**src/rtl/an_sel_scanner.sv**
```systemverilog
// Anode-scan controller for a 4-digit multiplexed 7-segment display.
// A prescaler tick advances a 2-bit digit select; AN is registered alongside sel.

module an_sel_anode #(
  parameter int IDX        = 0,
  parameter bit ACTIVE_LOW = 1'b1
) (
  input  logic       Clk,
  input  logic [1:0] sel_nxt,
  output logic       an
);
  // sel_nxt already folds in reset, so this bit resets along with sel.
  always_ff @(posedge Clk)
    an <= (sel_nxt == 2'(IDX)) ^ ACTIVE_LOW;
endmodule

module an_sel_scanner #(
  parameter int REFRESH_DIV   = 4,
  parameter bit AN_ACTIVE_LOW = 1'b1
) (
  input  logic       Clk,
  input  logic       Reset,
  output logic [3:0] AN,
  output logic [1:0] sel
);
  localparam int             CW   = (REFRESH_DIV > 1) ? $clog2(REFRESH_DIV) : 1;
  localparam logic [CW-1:0]  LAST = CW'(REFRESH_DIV - 1);

  logic [CW-1:0] cnt;
  logic          tick;
  logic [1:0]    sel_nxt;

  assign tick = (cnt == LAST);

  always_ff @(posedge Clk) begin
    if (Reset || tick) cnt <= '0;
    else               cnt <= cnt + 1'b1;
  end

  always_comb begin
    sel_nxt = sel;
    if (Reset)     sel_nxt = 2'd0;
    else if (tick) sel_nxt = sel + 2'd1;
  end

  always_ff @(posedge Clk)
    sel <= sel_nxt;

  // Each anode bit is decoded from the same next-state as sel, so AN never skews.
  for (genvar i = 0; i < 4; i++) begin : g_an
    an_sel_anode #(.IDX(i), .ACTIVE_LOW(AN_ACTIVE_LOW)) u_an (
      .Clk     (Clk),
      .sel_nxt (sel_nxt),
      .an      (AN[i])
    );
  end
endmodule

```
**config.mk**
```make
export PLATFORM = sky130hd
export DESIGN_NAME = an_sel_scanner
export DESIGN_NICKNAME = d
export VERILOG_FILES = /design/src/rtl/an_sel_scanner.sv
export SDC_FILE = /design/constraint.sdc
export NUM_CORES = 1
export LEC_CHECK = 0
export ABC_CLOCK_PERIOD_IN_PS = 1900
export CAP_MARGIN = 20
export CORE_AREA = 3 3 40 42
export CTS_CLUSTER_DIAMETER = 200
export DETAILED_ROUTE_END_ITERATION = 8
export DIE_AREA = 0 0 43 45
export HOLD_SLACK_MARGIN = 0.05
export PLACE_DENSITY_LB_ADDON = 0.05
export RECOVER_POWER = 100
export REMOVE_ABC_BUFFERS = 1
export SYNTH_ARGS = -nofsm -noshare
export SYNTH_HDL_FRONTEND = slang
export SYNTH_SLANG_ARGS = --single-unit
```
**constraint.sdc**
```tcl
create_clock -name Clk -period 1.9 [get_ports Clk]
set_input_delay 0.38 -clock Clk [delete_from_list [all_inputs] [get_ports Clk]]
set_output_delay 0.38 -clock Clk [all_outputs]
set_load 0.005 [all_outputs]
```
==> flow_summary.ini, run 1 <==
[route]
drc = 0
post_drt_via_cell_ratio = 3.94
first_drt_pass_iteration_count = 1
iteration_0_drc_markers = 0
finalWirelength_um = 438
dr_total_vias = 193
wl_per_cell_um = 8.94
final_antenna_net_count = 0

[setup_path]
sum_of_buffers_and_inverters_on_the_critical_path = 1
worst-r2r-cell-count = 3
worstReg2RegStart = cnt[0]
critical-path-top-delay-family = buffers and inverters
timing.critical_path.depth = 1
crit_chain = dlygate4sd3_1
critical_path.startpoint = sel[0]
worst-endpoint-arrival_ns = 1.23
worst_setup_path_start_kind = register
regToRegEndpoint = g_an[2].u_an.an
timing.setup.critical_path_class = register to output port
regToRegSetupSlack_ns = 0.80
slowest_stage = dlygate4sd3_1
worstSetupEndpointType = output port
endpoint = sel[0]
worst_ep_required_time_ns = 1.52
critPathMaxStageDelay_ns = 0.59
critical_path_peak_fanout = 5

[clocking]
cts-root-buf = clkbuf_4
insertion_delay_ns = 0.25
cts.sinks = 8
htreeDepth = 1
clock_tree.buffer_depth = 2
cts.reportedPaths.clkPinSlew_ns = 0.05
ctsResizeCount = 0
cts_post_setup_buffers_inserted = 0
post_cts_hold_buffer_count = 0
inserted_clock_buffers = 3
tritoncts_clock_tree = done

[floorplan]
die_height_um = 45
placementRows = 13
number_of_ports_placed_on_the_die_boundary = 8
core_mm2 = 0.00128
initial_core_utilization = 0.234
full_die_area_mm2 = 0.00194
chipWidth_um = 43

[synthesis]
post_synth.cell_area_avg_um2 = 10.7
yosys-top-cells-count = 8 x dfxtp_1, 4 x buf_4, 2 x nand2b_1, 2 x nor2_1
synthesis.yosys.warnings = 0
post_synth_main_area_contributors = dfxtp_1 53%, buf_4 10%, ha_1 4.2%
seq_area_frac_synth = 0.533
yosys_most_used_dff = dfxtp_1
post-synth-top-count-cell = dfxtp_1
synth_enable_flop_cells = 0
synth.ff_latch_count = 8
async_reset_ff_frac = 0
yosys.cell_types.count = 16
post_synth_instance_area_um2 = 300
yosys.area.top_type = dfxtp_1
syn-instance-count = 28
post-synth-top-area-fraction = 0.533

[placed_design]
place_hpwl_um = 337
routabilityCongestion = 0.632
portBuffers = 7
dpl.cell_count = 46

[global_route]
grt_pass1_wl_um = 717
antenna_found_initial = 0
groute.usage.overall = 0.0576
gr-total-overflow = 0
grt_start_max_net_pins = 8
grt_pass1_vias = 177

[sta]
timing.final.max_slew_violations = 0
tightestPinTransition_ns = 0.253
rsz0062_at_grt = false
final-hold-violation-count = 0
timing.final.setup_violations = 0
finalHoldWorstSlack_ns = 0.422
finClkSkew_ns = 0.00493
final.min_clock_period_ns = 1.61
fin_crit_sh = 0.846
timing.setup.tns_ns = 0
max_clk_rate_mhz = 622
relative_slew_slack = 0.829

[final_layout]
syn_to_final_growth_pct = 27.1
fillers = 146
drive_above_1_share = 0.176
ant_diodes = 0
non_filler_cells_final = 49
sequential_cell_area_um2 = 160
finalNetCount = 39
area_of_the_multi_input_gates_um2 = 110

[pwr]
finalPower_uw = 343
static-leakage-power_uw = 0.000154
power_density_mw_per_mm2 = 898
power.ir.vdd_worst_mv = 0.240

[hold_path]
hold_class = register to register

[run_status]
outcome = finished clean

[flow_run]
drv.max_cap_violation_count = 0
==> per-layer routing <==
metal / vias up / global-route usage / part of all wire
met2: 6 / 0.0629 / 0.42
met4: 0 / 0.0904 / 0.018
li1: 101 / - / -
met1: 84 / 0.0657 / 0.47
met3: 2 / 0.0239 / 0.091
met5: - / 0 / 0
==> placed cells by master, fill, tap and decap left out, types with 2 or more instances in the layout <==
cell type      count
dfxtp_1            8
dlygate4sd3_1      7
clkbuf_4           3
nand2b_1           2
nor2_1             2
==> cell families (layout without fill, tap and decap cells) <==
| kind of cell | count (synthesis) | in the layout | synth area share |
|---|---|---|---|
| flip-flops | 8 | 8 | 0.533 |
| AND/OR/NAND/NOR | 11 | 11 | 0.225 |
| XOR/XNOR | 1 | 1 | 0.0292 |
| multiplexers | 1 | 1 | 0.0333 |
| AO/OA/AOI/OAI | 2 | 2 | 0.0375 |
| buffers and inverters | 4 | 10 | 0.100 |
| adder cells (fa/ha/maj) | 1 | 1 | 0.0417 |
==> power breakdown <==
group          switching, uW  leakage [uW]  internal, uW
Sequential              5.13     0.0000653           179
Combinational           13.3     0.0000745          18.4
Clock                   54.7     0.0000138          72.1
==> state kept, by name, summed over array words and instances (netlist names) <==
register      cells
cnt               2
g_an.u_an.an      4
sel               2
==> area by class of cell <==
type / instances / area share
flip-flops and latches: 8 / 0.420
repair buffers: 7 / 0.184
well taps: 15 / 0.0492
multi-input cells: 16 / 0.289
clock buffers: 3 / 0.0590
==> per-stage QoR <==
step                      cell area [um^2]   util  setup WS [ns]
after floorplan                        270      -          0.872
after global placement                 359  0.279          0.487
after detailed placement               359  0.279          0.483
after CTS                              382  0.297          0.337
after global routing                   382  0.297          0.257
final                                  382  0.297          0.293
==> worst min path at each step <==
stage          endpoint  cells after the start    from  slack [ns]
4_1_cts          cnt[0]                      1  cnt[0]        0.42
3_5_place_dp     cnt[0]                      1  cnt[0]        0.41
5_1_grt          cnt[0]                      1  cnt[0]        0.45
3_3_place_gp     cnt[0]                      1  cnt[0]        0.42
2_1_floorplan    cnt[0]                      1  cnt[0]        0.40
6_report         cnt[0]                      1  cnt[0]        0.42
Note: power is estimated with default switching activity, not from simulation.
==> run 2: changes to the inputs <==
--- a/config.mk
+++ b/config.mk
@@ -5,7 +5,7 @@
 export SDC_FILE = /design/constraint.sdc
 export NUM_CORES = 1
 export LEC_CHECK = 0
-export ABC_CLOCK_PERIOD_IN_PS = 1900
+export ABC_CLOCK_PERIOD_IN_PS = 1700
 export CAP_MARGIN = 20
 export CORE_AREA = 3 3 40 42
 export CTS_CLUSTER_DIAMETER = 200
==> constraint.sdc (replaced) <==
create_clock -name Clk -period 1.7 [get_ports Clk]
set_input_delay 0.34 -clock Clk [delete_from_list [all_inputs] [get_ports Clk]]
set_output_delay 0.34 -clock Clk [all_outputs]
set_load 0.005 [all_outputs]
==> run 2 against run 1 <==
Net effect:
- sequential cell count unchanged
- clock skew down 0.0046 ns
- largest power group unchanged
- highest routed layer unchanged
- critical path depth unchanged
- sequential power up 12%
- clock power up 11%
==> flow_summary.ini, run 2 (same netlist as run 1, synthesis figures left out) <==
[pwr]
switching_share = 0.211
power_density_mw_per_mm2 = 1000
share_clk_of_total_power = 0.368
power.ir.vdd_worst_mv = 0.439
power.share.sequential = 0.538
static-leakage-power_uw = 0.000154
internal-power_uw = 301
p_switching_uw = 80.5
combPwrFrac = 0.093

[clocking]
cts.reportedPaths.clkPinSlew_ns = 0.05
cts_post_setup_buffers_inserted = 0
inserted_clock_buffers = 3
htreeDepth = 1
insertion_delay_ns = 0.25
ctsResizeCount = 0
cts-root-buf = clkbuf_4
cts.sinks = 8
tritoncts_clock_tree = done
clock_tree.buffer_depth = 2
post_cts_hold_buffer_count = 0

[sta]
rsz0062_at_grt = false
final-hold-violation-count = 0
tightestPinTransition_ns = 0.265
fin_crit_sh = 0.919
finClkSkew_ns = 0.000365
timing.final.ws_setup_ns = 0.138
final.min_clock_period_ns = 1.56
timing.final.max_slew_violations = 0
relative_slew_slack = 0.821
timing.setup.tns_ns = 0
timing.final.setup_violations = 0
max_clk_rate_mhz = 640

[global_route]
grt_pass1_vias = 177
grt_busiest_layer = met4
grtUsageMet1 = 0.0415
grt_pass1_wl_um = 662
met2_usage = 0.0778
antenna_found_initial = 0
groute.usage.overall = 0.0535
grt_start_max_net_pins = 8
gr-total-overflow = 0
grtUsageMet3 = 0.0239

[floorplan]
core_mm2 = 0.00128
initial_core_utilization = 0.234
die_height_um = 45
placementRows = 13
full_die_area_mm2 = 0.00194
chipWidth_um = 43
number_of_ports_placed_on_the_die_boundary = 8

[placed_design]
post-place-ws_ns = 0.330
portBuffers = 7
routabilityCongestion = 0.666

[setup_path]
worst-endpoint-arrival_ns = 1.22
sum_of_buffers_and_inverters_on_the_critical_path = 1
critical_path_peak_fanout = 5
worst_ep_required_time_ns = 1.36
critPathMaxStageDelay_ns = 0.59
critical-path-top-delay-family = buffers and inverters
slowest_stage = dlygate4sd3_1
crit_chain = dlygate4sd3_1
worstSetupEndpointType = output port
timing.critical_path.depth = 1
worst-r2r-cell-count = 3
timing.setup.critical_path_class = register to output port
worst_setup_path_start_kind = register

[final_layout]
final_cell_mix = 8 x dfxtp_1, 7 x dlygate4sd3_1, 3 x clkbuf_4, 2 x nand2b_1, 2 x nor2_1
largest_reg_flops = 4
drive_above_1_share = 0.176
top_regs = g_an.u_an.an: 4 flops, cnt: 2 flops, sel: 2 flops
finalNetCount = 39
ant_diodes = 0
syn_to_final_growth_pct = 27.1
layout_commonest_cell = dfxtp_1
largest-register = g_an.u_an.an

[route]
first_drt_pass_iteration_count = 2
finalWirelength_um = 439
wl_per_cell_um = 8.96
drc = 0
iteration_0_drc_markers = 4
dr_total_vias = 203
post_drt_via_cell_ratio = 4.14
final_antenna_net_count = 0

[run_status]
outcome = finished clean

[hold_path]
hold_class = register to register
worst_hold_path.num_cells = 1

[flow_run]
drv.max_cap_violation_count = 0
run 2: cell counts in the layout (fill, tap and decap cells not counted):
No cell type changed its count.
run 2: worst paths after layout:
path / start / to / slack, ns
max: sel[0] / sel[0] / 0.14
min: cnt[0] / cnt[0] / 0.42
max reg2reg: cnt[0] / g_an[2].u_an.an / 0.60
min reg2reg: cnt[0] / cnt[0] / 0.42
run 2: layer usage:
metal | vias up | wire length, um
met4 | 0 | 30
met2 | 9 | 171
met5 | - | 0
met1 | 87 | 187
met3 | 4 | 49
li1 | 103 | -
run 2: stage by stage:
stage	instances	total power, uW	instance area (um^2)	hold slack [ns]	util
after floorplan	24	229	270	0.396	-
after global placement	46	249	359	0.416	0.279
after detailed placement	46	249	359	0.418	0.279
after CTS	49	389	382	0.427	0.297
after global routing	49	399	382	0.442	0.297
final	49	382	382	0.425	0.297
run 2: cell type report:
cell class / instances / area, um^2
fill: 129 / 903
sequential: 8 / 160
timing repair buffer: 7 / 70.1
clock buffer: 3 / 22.5
multi-input combinational: 16 / 110
tap: 15 / 18.8
run 2: power groups by stage:
stage	combinational, uW	clock, uW	sequential (uW)
2_1_floorplan	19.4	0	210
3_3_place_gp	39.6	0	210
3_5_place_dp	39.6	0	210
4_1_cts	39.7	143	206
5_1_grt	41.1	151	206
6_report	35.6	141	206
